<file path="src/rtl/flag_branch_ctrl.sv">
// Condition-flag consumer: resolves conditional jumps against forwarded flags, issues the
// clear-on-taken write back, and keeps a LIFO shadow stack for interrupt save/restore.
module flag_branch_ctrl #(
   parameter int unsigned WIDTH = 3,
   parameter int unsigned DEPTH = 4
) (
   input  logic             clk,
   input  logic             reset,
   input  logic [WIDTH-1:0] flags_in,
   input  logic             ex_flag_we,
   input  logic [WIDTH-1:0] ex_flags,
   input  logic             br_valid,
   input  logic [1:0]       br_cond,
   input  logic             int_save,
   input  logic             rti_restore,
   output logic             taken,
   output logic             flag_we,
   output logic [WIDTH-1:0] flag_wdata,
   output logic             stack_empty,
   output logic             stack_full,
   output logic             err
);

   localparam int unsigned CW = $clog2(DEPTH + 1);
   localparam int unsigned AW = $clog2(DEPTH);

   typedef enum logic [1:0] {
      CondZ   = 2'b00,
      CondN   = 2'b01,
      CondC   = 2'b10,
      CondJmp = 2'b11
   } cond_e;

   logic [WIDTH-1:0] stack_q [DEPTH];
   logic [CW-1:0]    count_q, count_d;
   logic             taken_q, taken_d;
   logic             we_q, we_d;
   logic [WIDTH-1:0] wdata_q, wdata_d;
   logic             err_q, err_d;

   logic [WIDTH-1:0] eff;
   logic [WIDTH-1:0] clr_mask;
   logic [WIDTH-1:0] top;
   logic             cond_true;
   logic             br_hit;
   logic             clr_req;
   logic             empty;
   logic             full;
   logic             do_push;
   logic             do_pop;
   logic             save_err;
   logic             rti_err;

   // Our own write is not visible on flags_in until the register commits, so forward it.
   always_comb begin
      eff = flags_in;
      if (ex_flag_we) begin
         eff = ex_flags;
      end else if (we_q) begin
         eff = wdata_q;
      end
   end

   always_comb begin
      cond_true = 1'b0;
      unique case (cond_e'(br_cond))
         CondZ:   cond_true = eff[0];
         CondN:   cond_true = eff[1];
         CondC:   cond_true = eff[2];
         CondJmp: cond_true = 1'b1;
         default: cond_true = 1'b0;
      endcase
   end

   assign br_hit   = br_valid & cond_true;
   assign clr_req  = br_hit & (cond_e'(br_cond) != CondJmp);
   assign clr_mask = ~(WIDTH'(1) << br_cond);

   assign empty    = (count_q == '0);
   assign full     = (count_q == CW'(DEPTH));

   // Save wins over a coincident restore; the restore is silently ignored.
   assign do_push  = int_save & ~full;
   assign save_err = int_save & full;
   assign do_pop   = rti_restore & ~int_save & ~empty;
   assign rti_err  = rti_restore & ~int_save & empty;

   assign top      = stack_q[AW'(count_q - CW'(1))];

   always_comb begin
      taken_d = br_hit;
      err_d   = save_err | rti_err;
      we_d    = 1'b0;
      wdata_d = '0;
      count_d = count_q;

      if (do_push) begin
         count_d = count_q + CW'(1);
      end else if (do_pop) begin
         count_d = count_q - CW'(1);
      end

      // A restore write displaces the branch clear; taken is still reported.
      if (do_pop) begin
         we_d    = 1'b1;
         wdata_d = top;
      end else if (clr_req) begin
         we_d    = 1'b1;
         wdata_d = eff & clr_mask;
      end
   end

   always_ff @(posedge clk) begin
      if (reset) begin
         taken_q <= 1'b0;
         we_q    <= 1'b0;
         wdata_q <= '0;
         err_q   <= 1'b0;
         count_q <= '0;
      end else begin
         taken_q <= taken_d;
         we_q    <= we_d;
         wdata_q <= wdata_d;
         err_q   <= err_d;
         count_q <= count_d;
      end
   end

   always_ff @(posedge clk) begin
      if (!reset && do_push) begin
         stack_q[AW'(count_q)] <= eff;
      end
   end

   assign taken       = taken_q;
   assign flag_we     = we_q;
   assign flag_wdata  = wdata_q;
   assign err         = err_q;
   assign stack_empty = empty;
   assign stack_full  = full;

endmodule

</file>
<file path="config.mk">
export PLATFORM = sky130hd
export DESIGN_NAME = flag_branch_ctrl
export DESIGN_NICKNAME = d
export VERILOG_FILES = /design/src/rtl/flag_branch_ctrl.sv
export SDC_FILE = /design/constraint.sdc
export NUM_CORES = 1
export LEC_CHECK = 0
export CAP_MARGIN = 10
export CORE_ASPECT_RATIO = 0.5
export CORE_MARGIN = 4
export CORE_UTILIZATION = 40
export DETAILED_ROUTE_END_ITERATION = 10
export DONT_BUFFER_PORTS = 1
export SLEW_MARGIN = 40
export SYNTH_ARGS = -nofsm -noshare
export SYNTH_HDL_FRONTEND = slang
export SYNTH_SLANG_ARGS = --single-unit
</file>
<file path="constraint.sdc">
create_clock -name clk -period 2.55 [get_ports clk]
set_clock_uncertainty 0.15 [all_clocks]
set_input_delay 0.51 -clock clk [delete_from_list [all_inputs] [get_ports clk]]
set_output_delay 0.51 -clock clk [all_outputs]
set_load 0.1 [all_outputs]
</file>
# Yosys cells after proc, flatten, opt, wreduce, memory -nomap -nowiden
# Memory sizes are Yosys's and may differ from the RTL's.
# Index checks and enable logic that the tools add are counted.
# op_classes
div	0
bitwise_logic	13
n_eq_ne	5
mul	0
order_cmp	0
muxes	11
shift	1
add_sub_neg	2
reduce_logical	5
# ops
operator	count
$mux W3	6
$and A1 B1 Y1	7
$eq A2 B2 Y1 const B	2
$mux W1	4
$pmux W1 S4	1
$add A3 B1 Y3 const B	1
$and A3 B3 Y3	1
$eq A3 B3 Y1 const B	1
$logic_not A3 Y1	1
$not A1 Y1	3
$not A3 Y3	1
$shl A1 B2 Y3 const A	1
$sub A3 B1 Y3 const B	1
$eq A2 B1 Y1 const B	1
$logic_not A2 Y1	1
$ne A2 B2 Y1 const B	1
$reduce_bool A2 Y1	1
$logic_and A1 B1 Y1	1
$logic_not A1 Y1	1
$or A1 B1 Y1	1
# word_totals
regBits	9
output_inout_bits	8
in_bits	14
rom_bits	0
mem_bits_rw	12
latchBits	0
n_memories	1
word_cells	43
# mem_list
memory	words	word_bits	read_ports	rd_clocked_by_memory_dff	write_ports	line	source
stack_q	4	3	1	0	1	34	logic [WIDTH-1:0] stack_q [DEPTH];

# Depth between registers and ports, before layout
# logic_depth
depth_word	7
mapped_depth	8
mapped_depth_nobuf	7

# Least setup slack after synthesis
# OpenSTA, ideal clock, no wires.
# synth_timing
path_type	register to register
from	register count_q[0]
to	register count_q[2]
setup_time_ns	0.070
required_ns	2.330
path_buffers	1
arrival_time_ns	2.401
period_less_slack_ns	2.621
path_slack_ns	-0.071
path_stages_with_launch	8
path_cell_list	dfxtp_1 inv_1 ha_1 ha_1 or3b_2 clkbuf_1 o22a_1 a21oi_1
# synth_via
elab_chain_len	4
word_cells_on_any_way	11
cone_classes	2 x add/sub; 1 x eq/ne; 2 x mux; 4 x bitwise; 2 x reduce/logical
# synth_rtl
item	line	source
start, declared	35	logic [CW-1:0] count_q, count_d;
start signal, assigned	125	count_q <= count_d;
$logic_not A3 Y1	79	assign empty = (count_q == '0);
via stack_empty	19	output logic stack_empty,
$not A1 Y1	85	assign do_pop = rti_restore & ~int_save & ~empty;
$and A1 B1 Y1	85	
$reduce_bool A2 Y1 (no source line)	--	
# The timed path passes the listed nets, and every way through them passes these cells. The select of a mux whose other input is x is not followed.
# A chain may end at the register's enable or synchronous reset.

# Worst setup path in the final report
# layout_timing
from	register count_q[1]
to	output stack_full
# layout_via
elab_chain_len	1
# layout_rtl
item	line	source
$eq A3 B3 Y1	80	assign full = (count_q == CW'(DEPTH));
end, declared	20	output logic stack_full,
# No other way between the ends.

==> impl_metrics.prom <==
# TYPE chip_impl_metric gauge
chip_impl_info{name="largest_family_of_logic_cells_by_synthesized_area",value="simple AND/OR/NAND/NOR gates"} 1
chip_impl_metric{name="synthAdderAreaFrac",unit="%"} 7.09
chip_impl_metric{name="dieArea",unit="um^2"} 3580
chip_impl_metric{name="insertion_delay",unit="ns"} 0.26
chip_impl_metric{name="timing.final.hold_violations",unit=""} 0
chip_impl_info{name="outcome",value="complete, no violations"} 1
chip_impl_metric{name="std_cell_rows",unit=""} 12
chip_impl_info{name="hp-start",value="reset"} 1
chip_impl_metric{name="drt_drc_violations_left",unit=""} 0
chip_impl_metric{name="top_ports",unit=""} 22
chip_impl_metric{name="route.detailed.vias_per_inst",unit=""} 5.41
chip_impl_metric{name="mappedNetlistNets",unit=""} 110
chip_impl_metric{name="core_area",unit="um^2"} 2360
chip_impl_metric{name="sequential_to_total_area_share_from_yosys_stat",unit="%"} 51.1
chip_impl_metric{name="p_sw_share",unit="%"} 32.7
chip_impl_metric{name="wirelength",unit="um"} 2130
chip_impl_metric{name="synthCells",unit=""} 90
chip_impl_info{name="critical-path-top-cell-by-count",value="ha_1"} 1
chip_impl_metric{name="slew_violations",unit=""} 0
chip_impl_info{name="worstReg2RegEnd",value="count_q[2]"} 1
chip_impl_metric{name="synth_compound_area_share",unit="%"} 8.27
chip_impl_metric{name="h-tree-depth",unit=""} 1
chip_impl_metric{name="post-dp-hpwl",unit="um"} 1670
chip_impl_metric{name="vdd_ir_drop_max",unit="mV"} 0.256
chip_impl_metric{name="synth_xor_xnor_area_share",unit="%"} 0
chip_impl_metric{name="cts_made_buffers",unit=""} 3
chip_impl_metric{name="layout.nets",unit=""} 123
chip_impl_metric{name="cts-resized-gates",unit=""} 0
chip_impl_info{name="cp-end-kind",value="primary output"} 1
chip_impl_metric{name="r2r_cells",unit=""} 6
chip_impl_metric{name="first_pass_grt_wire_length",unit="um"} 3340
chip_impl_metric{name="gpl.final_weighted_congestion",unit=""} 0.831
chip_impl_metric{name="cts_hold_repair.buffers",unit=""} 0
chip_impl_metric{name="worstPathRequired",unit="ns"} 1.89
chip_impl_metric{name="portion_of_netlist_area_occupied_by_mux_cells",unit="%"} 13.0
chip_impl_info{name="grt_setup_unrepaired",value="no"} 1
chip_impl_metric{name="pwr_density_cell",unit="nW/um^2"} 699
chip_impl_metric{name="worst-slew-pin-transition",unit="ns"} 0.462
chip_impl_info{name="setup.worst_path.start_class",value="flip-flop"} 1
chip_impl_metric{name="share_seq_of_total_power",unit="%"} 46.1
chip_impl_metric{name="tmin_final",unit="ns"} 2.07
chip_impl_metric{name="crit_path_max_incr_delay",unit="ns"} 0.39
chip_impl_metric{name="timing.critical_path.fanout_max",unit=""} 4
chip_impl_metric{name="yosysUniqueCellTypes",unit=""} 29
chip_impl_metric{name="hold_path_depth",unit=""} 1
chip_impl_metric{name="critical_path.n_buffers_inverters",unit=""} 2
chip_impl_metric{name="comb_power_share",unit="%"} 29.2
chip_impl_metric{name="grt_start_max_net_pins",unit=""} 12
chip_impl_metric{name="initial_utilization",unit="%"} 44.9
chip_impl_metric{name="power.internal",unit="uW"} 573
chip_impl_metric{name="timing.max_slew.rel_slack",unit="%"} 69.2
chip_impl_metric{name="post-route-util",unit="%"} 51.6
chip_impl_metric{name="antenna_found_initial",unit=""} 0
chip_impl_metric{name="drt_pre_antenna_iters",unit=""} 4
chip_impl_info{name="r2r-start",value="count_q[1]"} 1
chip_impl_info{name="critical_path.slowest_cell",value="dfxtp_1"} 1
chip_impl_metric{name="dr_total_vias",unit=""} 741
chip_impl_info{name="cts-root-buf",value="clkbuf_8"} 1
chip_impl_info{name="path_cells",value="inv_1 -> ha_1 -> ha_1 -> buf_4"} 1
chip_impl_metric{name="power_switching",unit="uW"} 278
chip_impl_metric{name="drt_first_iter_violations",unit=""} 29
chip_impl_metric{name="grt.total_usage",unit="%"} 12.9
chip_impl_metric{name="nFillCells",unit=""} 225
chip_impl_metric{name="synth.yosys.warnings",unit=""} 0
chip_impl_info{name="mostFrequentLayoutCells",value="edfxtp_1, buf_4, nor2_1, dfxtp_1, a21oi_1"} 1
chip_impl_metric{name="antenna_cells",unit=""} 0
chip_impl_metric{name="synth-simple-area-share",unit="%"} 18.4
chip_impl_metric{name="route.detailed.wl_per_inst",unit="um"} 15.6
chip_impl_metric{name="register_to_register_setup_slack",unit="ns"} 0.49
chip_impl_metric{name="cts_setup_buffers",unit=""} 0
chip_impl_metric{name="power.share.clock",unit="%"} 24.8
chip_impl_metric{name="synth-seq-cells",unit=""} 21
chip_impl_metric{name="syn_area_per_cell",unit="um^2"} 11.8
chip_impl_info{name="hold_class",value="primary input to flip-flop"} 1
chip_impl_metric{name="max_freq",unit="MHz"} 482
chip_impl_metric{name="final.period_utilization",unit="%"} 81.4
chip_impl_metric{name="setup-violations-final",unit=""} 0
chip_impl_metric{name="total_leakage_power",unit="nW"} 0.435
chip_impl_info{name="criticalPathCategory",value="flip-flop to primary output"} 1
chip_impl_info{name="most_common_cell_after_layout_fill_and_taps_aside",value="edfxtp_1"} 1
chip_impl_metric{name="die_width",unit="um"} 80.8
chip_impl_metric{name="finalSetupTns",unit="ns"} 0
chip_impl_info{name="worstHoldEndpoint",value="count_q[1]"} 1
chip_impl_metric{name="clock_sinks",unit=""} 21
chip_impl_metric{name="worst_ep_arrival_time",unit="ns"} 1.41
chip_impl_metric{name="grt_pass1_vias",unit=""} 752
chip_impl_info{name="cts_tree",value="done"} 1
chip_impl_metric{name="area_delta_synth_final",unit="%"} 15.0
chip_impl_metric{name="path_clk_slew",unit="ns"} 0.07
chip_impl_metric{name="post_route_cells_drive_above_1_share",unit="%"} 21.6
chip_impl_metric{name="globalRoute.totalOverflow",unit=""} 0
chip_impl_info{name="cp_top_family",value="adder cells"} 1
chip_impl_metric{name="drtAntennaViolNets",unit=""} 0
chip_impl_metric{name="ctsLongestPathBuffers",unit=""} 2
chip_impl_metric{name="area_of_the_mapped_netlist",unit="um^2"} 1060
chip_impl_metric{name="max_cap_viol_count",unit=""} 0
chip_impl_metric{name="die_height",unit="um"} 44.4
chip_impl_metric{name="port_buffers",unit=""} 0
==> cells in the mapped netlist <==
| library cell | n | area share, % |
|---|---|---|
| nand2_1 | 5 | 1.8 |
| a211oi_2 | 1 | 1.2 |
| o211ai_1 | 1 | 0.71 |
| o22a_1 | 1 | 0.83 |
| ha_1 | 6 | 7.1 |
| o41ai_1 | 1 | 0.83 |
| a211oi_1 | 2 | 1.4 |
| mux2_1 | 1 | 1.1 |
| mux2i_1 | 1 | 0.95 |
| inv_1 | 4 | 1.4 |
| nand4_1 | 1 | 0.59 |
| mux2_2 | 1 | 1.1 |
| nand2b_1 | 1 | 0.59 |
| nor3b_1 | 1 | 0.71 |
| dfxtp_1 | 9 | 17 |
| or3_1 | 1 | 0.59 |
| nand4b_1 | 1 | 0.83 |
| a21oi_1 | 7 | 3.3 |
| nor2_1 | 9 | 3.2 |
| nand3b_1 | 4 | 2.8 |
| nand3_1 | 3 | 1.4 |
| or3b_2 | 1 | 0.83 |
| edfxtp_1 | 12 | 34 |
| nor2b_1 | 3 | 1.8 |
| mux4_2 | 4 | 8.5 |
| nor3_1 | 2 | 0.95 |
| mux2_4 | 1 | 1.4 |
| and2_1 | 4 | 2.4 |
| clkbuf_1 | 2 | 0.71 |
==> power groups by stage <==
| stage | registers [mW] | logic, mW | clock network (mW) |
|---|---|---|---|
| 2_1_floorplan | 0.447 | 0.152 | 0 |
| 3_3_place_gp | 0.398 | 0.240 | 0 |
| 3_5_place_dp | 0.400 | 0.247 | 0 |
| 4_1_cts | 0.392 | 0.249 | 0.224 |
| 5_1_grt | 0.393 | 0.264 | 0.241 |
| 6_report | 0.392 | 0.248 | 0.211 |
==> worst max-delay path by stage <==
stage	startpoint	endpoint	slack, ns	cells past startpoint
final	count_q[1]	stack_full	0.48	4
after global routing	count_q[1]	stack_full	0.39	4
after CTS	count_q[1]	stack_full	0.47	4
after detailed placement	count_q[1]	count_q[2]	0.54	6
after global placement	count_q[1]	stack_q[0][2]	0.67	6
after floorplan	count_q[0]	stack_q[0][0]	0.09	6
==> kinds of logic after synthesis <==
family / Yosys count
and+or+nand+nor: 36
adders and majority gates: 6
muxes: 8
DFF: 21
AOI/OAI and AO/OA: 13
buffers and inverters: 6
==> layer usage <==
layer | track usage, % | share of wire (%)
met1 | 15.9 | 46
met2 | 19.6 | 42
met3 | 6.30 | 9.9
met4 | 5.05 | 1.8
met5 | 0 | 0
==> area by class of cell <==
| type | instances | area (um^2) | area share (%) |
|---|---|---|---|
| flip-flops and latches | 21 | 541 | 44.4 |
| clock buffers | 4 | 45.0 | 3.70 |
| repair buffers | 10 | 75.1 | 6.17 |
| inverters | 4 | 15.0 | 1.23 |
| well taps | 35 | 43.8 | 3.60 |
| multi-input cells | 63 | 498 | 40.9 |
==> flip-flops by register name (all words and copies together) (netlist names) <==
name / count
err: 1
flag_wdata: 3
flag_we: 1
taken: 1
stack_q: 12
count_q: 3
==> per-stage QoR <==
step	area, um^2	worst slack [ns]	cells	power (mW)	hold WS (ns)
floorplan	1060	0.0867	90	0.599	0.324
global placement	1170	0.671	133	0.639	0.334
detailed placement	1170	0.544	133	0.646	0.353
CTS	1220	0.471	137	0.864	0.153
global route	1220	0.387	137	0.898	0.145
finish	1220	0.475	137	0.850	0.167
Power figures use the tool's default switching activity.
